$ cat config.mk
export PLATFORM = sky130hd
export DESIGN_NAME = lsu_subword_flat
export DESIGN_NICKNAME = d
export VERILOG_FILES = /design/src/rtl/lsu_subword_if.sv /design/src/rtl/lsu_subword.sv /design/src/flat_wrapper.sv
export SDC_FILE = /design/constraint.sdc
export NUM_CORES = 1
export LEC_CHECK = 0
export ABC_CLOCK_PERIOD_IN_PS = 3900
export CORE_MARGIN = 1.5
export CORE_UTILIZATION = 53
export DETAILED_ROUTE_END_ITERATION = 7
export PLACE_DENSITY = 0.92
export SYNTH_ARGS = -nofsm -noshare
export SYNTH_HDL_FRONTEND = slang
export SYNTH_SLANG_ARGS = --single-unit
$ cat constraint.sdc
create_clock -name clock -period 3.9 [get_ports clock]
set_input_delay 0.585 -clock clock [delete_from_list [all_inputs] [get_ports clock]]
set_output_delay 0.585 -clock clock [all_outputs]
set_load 0.005 [all_outputs]
$ cat src/rtl/lsu_subword_if.sv
// lsu_subword_if: core request/response channel and RAM data port of the load/store unit
interface lsu_subword_if #(
  parameter int DATA_WIDTH = 32,
  parameter int ADDR_WIDTH = 16
);
  logic                  req_valid;
  logic                  req_ready;
  logic                  req_we;
  logic [1:0]            req_size;
  logic                  req_unsigned;
  logic [ADDR_WIDTH-1:0] req_addr;
  logic [DATA_WIDTH-1:0] req_wdata;
  logic                  resp_valid;
  logic [DATA_WIDTH-1:0] resp_rdata;
  logic                  resp_err;
  logic                  mem_wEn;
  logic [ADDR_WIDTH-1:0] mem_addr;
  logic [DATA_WIDTH-1:0] mem_wdata;
  logic [DATA_WIDTH-1:0] mem_rdata;
  modport master (
    output req_valid, req_we, req_size, req_unsigned, req_addr, req_wdata, mem_rdata,
    input  req_ready, resp_valid, resp_rdata, resp_err, mem_wEn, mem_addr, mem_wdata
  );
  modport slave (
    input  req_valid, req_we, req_size, req_unsigned, req_addr, req_wdata, mem_rdata,
    output req_ready, resp_valid, resp_rdata, resp_err, mem_wEn, mem_addr, mem_wdata
  );
endinterface

$ cat src/rtl/lsu_subword.sv
// lsu_subword: byte/half/word load-store over a word-only RAM (RMW for sub-word stores); LSU_MISALIGN_TRAP_EN enables misalignment trap
module lsu_subword #(
  parameter int DATA_WIDTH = 32,
  parameter int ADDR_WIDTH = 16
) (
  input logic         clock,
  input logic         reset_n,
  lsu_subword_if.slave bus
);
  typedef enum logic [1:0] {IDLE, ACCESS, WRITE, RESP} state_t;
  state_t                state_q, state_d;
  logic [ADDR_WIDTH-1:0] addr_q, addr_d;
  logic [1:0]            size_q, size_d;
  logic                  we_q, we_d, uns_q, uns_d, err_q, err_d;
  logic [DATA_WIDTH-1:0] wdata_q, wdata_d, rdata_q, rdata_d, merge_q, merge_d;
  logic                  accept, misaligned, word_q;
  logic [7:0]            lane_b;
  logic [15:0]           lane_h;
  logic [DATA_WIDTH-1:0] load_ext, merged;
  assign accept = bus.req_valid && bus.req_ready;
  assign word_q = size_q[1];
`ifdef LSU_MISALIGN_TRAP_EN
  assign misaligned = (bus.req_size == 2'b01 && bus.req_addr[0]) ||
                      (bus.req_size[1] && bus.req_addr[1:0] != 2'b00);
`else
  assign misaligned = 1'b0;
`endif
  always_ff @(posedge clock or negedge reset_n) begin
    if (!reset_n) begin
      state_q <= IDLE;
      addr_q  <= '0;
      size_q  <= '0;
      we_q    <= 1'b0;
      uns_q   <= 1'b0;
      err_q   <= 1'b0;
      wdata_q <= '0;
      rdata_q <= '0;
      merge_q <= '0;
    end else begin
      state_q <= state_d;
      addr_q  <= addr_d;
      size_q  <= size_d;
      we_q    <= we_d;
      uns_q   <= uns_d;
      err_q   <= err_d;
      wdata_q <= wdata_d;
      rdata_q <= rdata_d;
      merge_q <= merge_d;
    end
  end
  always_comb begin
    state_d = state_q;
    case (state_q)
      IDLE:    state_d = accept ? (misaligned ? RESP : ACCESS) : IDLE;
      ACCESS:  state_d = (we_q && !word_q) ? WRITE : RESP;
      WRITE:   state_d = RESP;
      default: state_d = IDLE;
    endcase
  end
  assign lane_b   = bus.mem_rdata[{addr_q[1:0], 3'b000} +: 8];
  assign lane_h   = addr_q[1] ? bus.mem_rdata[31:16] : bus.mem_rdata[15:0];
  assign load_ext = word_q    ? bus.mem_rdata :
                    size_q[0] ? {{16{~uns_q & lane_h[15]}}, lane_h} :
                                {{24{~uns_q & lane_b[7]}}, lane_b};
  always_comb begin
    merged = bus.mem_rdata;
    if (size_q[0]) merged[{addr_q[1], 4'b0000} +: 16] = wdata_q[15:0];
    else merged[{addr_q[1:0], 3'b000} +: 8] = wdata_q[7:0];
  end
  always_comb begin
    addr_d  = accept ? bus.req_addr : addr_q;
    size_d  = accept ? bus.req_size : size_q;
    we_d    = accept ? bus.req_we : we_q;
    uns_d   = accept ? bus.req_unsigned : uns_q;
    wdata_d = accept ? bus.req_wdata : wdata_q;
    err_d   = accept ? misaligned : err_q;
    rdata_d = accept ? '0 : (state_q == ACCESS && !we_q) ? load_ext : rdata_q;
    merge_d = (state_q == ACCESS && we_q && !word_q) ? merged : merge_q;
  end
  always_comb begin
    bus.req_ready  = state_q == IDLE;
    bus.resp_valid = state_q == RESP;
    bus.resp_rdata = (state_q == RESP) ? rdata_q : '0;
    bus.resp_err   = (state_q == RESP) && err_q;
    bus.mem_wEn    = (state_q == ACCESS && we_q && word_q) || state_q == WRITE;
    bus.mem_addr   = {addr_q[ADDR_WIDTH-1:2], 2'b00};
    bus.mem_wdata  = (state_q == WRITE) ? merge_q : wdata_q;
  end
endmodule

$ cat src/flat_wrapper.sv
// flat-port wrapper written by rule: the top's interface ports become plain ports
module lsu_subword_flat 
#(
  parameter int DATA_WIDTH = 32,
  parameter int ADDR_WIDTH = 16
)
  (clock, reset_n, bus_req_valid, bus_req_we, bus_req_size, bus_req_unsigned, bus_req_addr, bus_req_wdata, bus_mem_rdata, bus_req_ready, bus_resp_valid, bus_resp_rdata, bus_resp_err, bus_mem_wEn, bus_mem_addr, bus_mem_wdata);
  lsu_subword_if #(.DATA_WIDTH(DATA_WIDTH), .ADDR_WIDTH(ADDR_WIDTH)) bus_i ();
  input logic clock;
  input logic reset_n;
  input wire logic [$bits(bus_i.req_valid)-1:0] bus_req_valid;
  input wire logic [$bits(bus_i.req_we)-1:0] bus_req_we;
  input wire logic [$bits(bus_i.req_size)-1:0] bus_req_size;
  input wire logic [$bits(bus_i.req_unsigned)-1:0] bus_req_unsigned;
  input wire logic [$bits(bus_i.req_addr)-1:0] bus_req_addr;
  input wire logic [$bits(bus_i.req_wdata)-1:0] bus_req_wdata;
  input wire logic [$bits(bus_i.mem_rdata)-1:0] bus_mem_rdata;
  output wire logic [$bits(bus_i.req_ready)-1:0] bus_req_ready;
  output wire logic [$bits(bus_i.resp_valid)-1:0] bus_resp_valid;
  output wire logic [$bits(bus_i.resp_rdata)-1:0] bus_resp_rdata;
  output wire logic [$bits(bus_i.resp_err)-1:0] bus_resp_err;
  output wire logic [$bits(bus_i.mem_wEn)-1:0] bus_mem_wEn;
  output wire logic [$bits(bus_i.mem_addr)-1:0] bus_mem_addr;
  output wire logic [$bits(bus_i.mem_wdata)-1:0] bus_mem_wdata;
  assign bus_i.req_valid = bus_req_valid;
  assign bus_i.req_we = bus_req_we;
  assign bus_i.req_size = bus_req_size;
  assign bus_i.req_unsigned = bus_req_unsigned;
  assign bus_i.req_addr = bus_req_addr;
  assign bus_i.req_wdata = bus_req_wdata;
  assign bus_i.mem_rdata = bus_mem_rdata;
  assign bus_req_ready = bus_i.req_ready;
  assign bus_resp_valid = bus_i.resp_valid;
  assign bus_resp_rdata = bus_i.resp_rdata;
  assign bus_resp_err = bus_i.resp_err;
  assign bus_mem_wEn = bus_i.mem_wEn;
  assign bus_mem_addr = bus_i.mem_addr;
  assign bus_mem_wdata = bus_i.mem_wdata;
  lsu_subword #(.DATA_WIDTH(DATA_WIDTH), .ADDR_WIDTH(ADDR_WIDTH)) u_core (.clock(clock), .reset_n(reset_n), .bus(bus_i));
endmodule
; Word-level counts from Yosys, hierarchy flattened
; Cells that the tools add are included.
[word_totals]
inputBits = 87
register_bits = 118
[classes]
reduce_logical = 11
n_shift = 5
add_sub_neg = 2
n_mux = 13
bitwise = 3
eq_ne = 3
[op_table]
columns = op, count
row1 = two-way mux 32 bit, 7
row2 = bitwise mux 32 bit, 2
row3 = variable shift 16 x 7 -> 32 bit (first input constant), 1
row4 = variable shift 8 x 7 -> 32 bit (first input constant), 1
row5 = variable part select 16 x 7 -> 32 bit, 1
row6 = variable part select 32 x 6 -> 8 bit, 1
row7 = variable part select 8 x 7 -> 32 bit, 1
row8 = two-way mux 16 bit, 1
row9 = negator 5 -> 7 bit, 2
row10 = logical AND 1 bit, 6
row11 = one-hot mux 2 bit (3 select lines), 1
row12 = equality test 2 bit (second input constant), 2
row13 = bitwise AND 1 bit, 2
row14 = equality test 2 x 1 -> 1 bit (second input constant), 1
row15 = logical NOT 1 bit, 2
row16 = logical NOT 2 bit, 1
row17 = two-way mux 1 bit, 2
row18 = nonzero test 2 bit, 1
row19 = logical OR 1 bit, 1
row20 = inverter 1 bit, 1

; Longest topological paths before layout
[depth]
depth_word = 6
mapped_depth = 8
mapped_depth_nobuf = 6

; Worst setup path after synthesis
; Ideal clock, no wire load.
[synth_path]
path_type = reg2out
start = register u_core.state_q[0]
end = output bus_mem_wdata[10]
path_stages_with_launch = 6
setup_slack_ns = 1.771
arrival_time_ns = 1.544
cell_sequence = dfrtp_1 > inv_1 > ha_1 > clkbuf_1 > buf_1 > mux2_2
[synth_via]
elab_chain_cells = 2
[synth_rtl]
columns = element, line_no
row1 = start: declaration, lsu_subword.sv:11  ; state_t state_q, state_d;
row2 = start signal: assignment, lsu_subword.sv:40  ; state_q <= state_d;
row3 = equality test 2 bit, lsu_subword.sv:87  ; bus.mem_wdata = (state_q == WRITE) ? merge_q : wdata_q;
row4 = two-way mux 32 bit, lsu_subword.sv:87
row5 = end: declaration, flat_wrapper.sv:24  ; output wire logic [$bits(bus_i.mem_wdata)-1:0] bus_mem_wdata;
; No other way between the ends.

; Final worst setup path
[layout_path]
start = register u_core.state_q[0]
end = output bus_mem_wdata[12]
; The elaborated chain is that of the path after synthesis.

==> out/results.tsv <==
metric	value	unit
outcome	completed	
met1 Resource Use GR	0.378	
starting density of the core	0.544	
sequential element share of the synthesized area	0.450	
FF-to-FF End	u_core.rdata_q[14]$_DFFE_PN0P_	
gr usage total	0.289	
Mapped Area	0.00656	sq mm
core area	0.0121	sq mm
GPL Wtd Cong	0.864	
Filler Cells Inserted	821	
Reg area	0.00296	sq mm
post-place setup slack	1090	ps
Pleak	3.68	nW
Final Hold Vio Count	0	
post-route ant nets	0	
Fin Setup TNS	0	ps
DIE HEIGHT	114	um
reg2reg start	u_core.state_q[0]$_DFF_PN0_	
post-layout minimum cycle time	2970	ps
pwr dens	831	mW/mm^2
synth warn	0	
reg2reg setup slack	1430	ps
total chip power	7.25	mW
Int Power	4.69	mW
DIE WIDTH	114	um
design area	0.00872	sq mm
non-filler instance count after layout	877	
Skew-Pair Late Insertion Delay	410	ps
WS Path Type	reg2out	
Mean Syn Cell Area	11.6	sq um
P_sw	2.56	mW
Worst EP required	3310	ps
clock skew	5.99	ps
synth unique cells	46	
Hold Buf Count CTS	0	
period utilisation layout	0.762	
Async SR Flop Fraction	1.00	
largest net degree at the start of global routing	69	
gr ovfl total	0	
Layout Utilization	0.723	
Comb pwr share	0.475	
clk sinks	118	
GR Util met3	0.0762	
post-placement cell count	845	
RSZ-0062 raised after global routing	false	
commonest non-fill, non-tap cell in the layout	clkdlybuf4s50_1	
per-cell routed wire length	21.0	um
dpl cell area	0.00814	sq mm
via count	5323	
clk buf depth	2	
count of pins over their slew limit	0	
final hold slack	250	ps
port bufs	167	
Synth Flop Type	dfrtp_1	
DPL Wire Length	12.9	mm
CP startpoint kind	flip-flop	
Clock power frac	0.210	
vias in the first global route	5422	
final setup vio count	0	
sw frac	0.353	
flops & latches, synth	118	
critical path endpoint category	output pin	
die area	0.0130	sq mm
CTS buffer count	17	
Worst EP arrival	2390	ps
boundary pin count	171	
1st-pass router iterations	5	
final net count	792	
sequential power share	0.315	
max cap viols	0	
FMAX	336	MHz
Post-Syn Instances	567	
initial drt markers	512	
CTS resizes	0	
antenna violations before repair	0	
R2R cell count	6	
first-pass GRT wire length	28.8	mm
clock root buffer	clkbuf_16	
CTS tree	done	
Post-synth EDFFs	0	
Multi-input gate area	0.00320	sq mm
most frequent cells in the layout	clkdlybuf4s50_1, dfrtp_1, mux2_2	
crit path max fanout	34	
busiest grt layer	met2	
H-tree lvl count	4	
num rows	40	
final routed DRC violation total	0	
postcts setup bufs	0	
WL final	18.4	mm
Worst-Margin Slew	1130	ps
clk slew on worst S/H paths	50	ps
Worst Setup Slack, final	928	ps
Min-Delay Path Class	in2async	
diode count	0	
share of layout cells above drive strength 1	0.193	
Synth-to-Final Area Change	32.9	%
Vias per Instance	6.07	
met2 usage	0.453	
Slew headroom	0.244	
peak supply drop	0.469	mV
worst max-delay path by stage:
stage	startpoint	endpoint	slack (ps)	depth (start not counted)
6_report	u_core.state_q[0]$_DFF_PN0_	bus_mem_wdata[12]	930	5
5_1_grt	u_core.state_q[0]$_DFF_PN0_	bus_mem_wdata[12]	840	5
4_1_cts	u_core.state_q[0]$_DFF_PN0_	bus_mem_wdata[12]	930	5
3_5_place_dp	bus_req_valid	u_core.rdata_q[9]$_DFFE_PN0P_	1090	5
3_3_place_gp	bus_req_valid	u_core.rdata_q[15]$_DFFE_PN0P_	1260	5
2_1_floorplan	u_core.state_q[0]$_DFF_PN0_	bus_mem_wdata[10]	1770	5
critical path, cell delays in order, from the launching register on:
cell and delay [ps]:
dfrtp_1 410, inv_1 110, ha_1 160, buf_4 400, mux2_2 420, clkdlybuf4s50_1 460
flip-flops by register name (all words and copies together), names as in the netlist:
signal and cells:
u_core.size_q 2, u_core.wdata_q 32, u_core.rdata_q 32, u_core.uns_q 1, u_core.addr_q 16, u_core.merge_q 32
u_core.state_q 2, u_core.we_q 1
power by group through the flow:
| stage | registers [mW] | clock network (mW) | logic (mW) |
|---|---|---|---|
| after floorplan | 1.99 | 0 | 2.41 |
| after global placement | 2.23 | 0 | 3.30 |
| after detailed placement | 2.26 | 0 | 3.41 |
| after CTS | 2.25 | 1.54 | 3.45 |
| after global routing | 2.33 | 1.60 | 3.71 |
| final | 2.28 | 1.52 | 3.44 |
layer usage:
metal | share of wire | up-vias
met5 | 0 | -
met4 | 0.037 | 0
met3 | 0.095 | 63
met2 | 0.46 | 313
met1 | 0.40 | 2578
li1 | - | 2369
final cells by class:
cell class	count	share of cell area
Tap cell	168	0.0241
Multi-Input combinational cell	375	0.367
Inverter	10	0.00431
Sequential cell	118	0.339
Clock inverter	9	0.0115
Timing Repair Buffer	174	0.199
Clock buffer	23	0.0548
synth_stat cells, types with 2 or more instances:
cell type	number	area (sq um)
dfrtp_1	118	2950
mux2_2	85	957
a221o_1	44	440
a21oi_1	43	215
mux2i_1	37	370
and2_1	33	206
a22o_1	30	263
buf_2	18	90.1
buf_4	18	135
clkbuf_1	18	67.6
nand2_1	17	63.8
nor2_1	12	45.0
nand3_1	10	50.1
ha_1	9	113
inv_1	9	33.8
o211ai_1	9	67.6
a22oi_1	8	60.1
buf_1	7	26.3
a211oi_1	6	45.0
buf_6	5	56.3
nor2b_1	3	18.8
nand4_1	2	12.5
nor4b_4	2	47.6
o221ai_1	2	17.5
kinds of logic (layout without fill, tap and decap cells):
logic type | Yosys count | after routing | share of synthesized area
simple gates | 87 | 87 | 0.0792
buf+inv | 76 | 216 | 0.0630
compound gates | 153 | 153 | 0.185
fa+ha+maj | 9 | 9 | 0.0172
flops | 118 | 118 | 0.450
other cells | 1 | 3 | 0.000572
mux | 123 | 123 | 0.205
(Power assumes the default switching activity.)
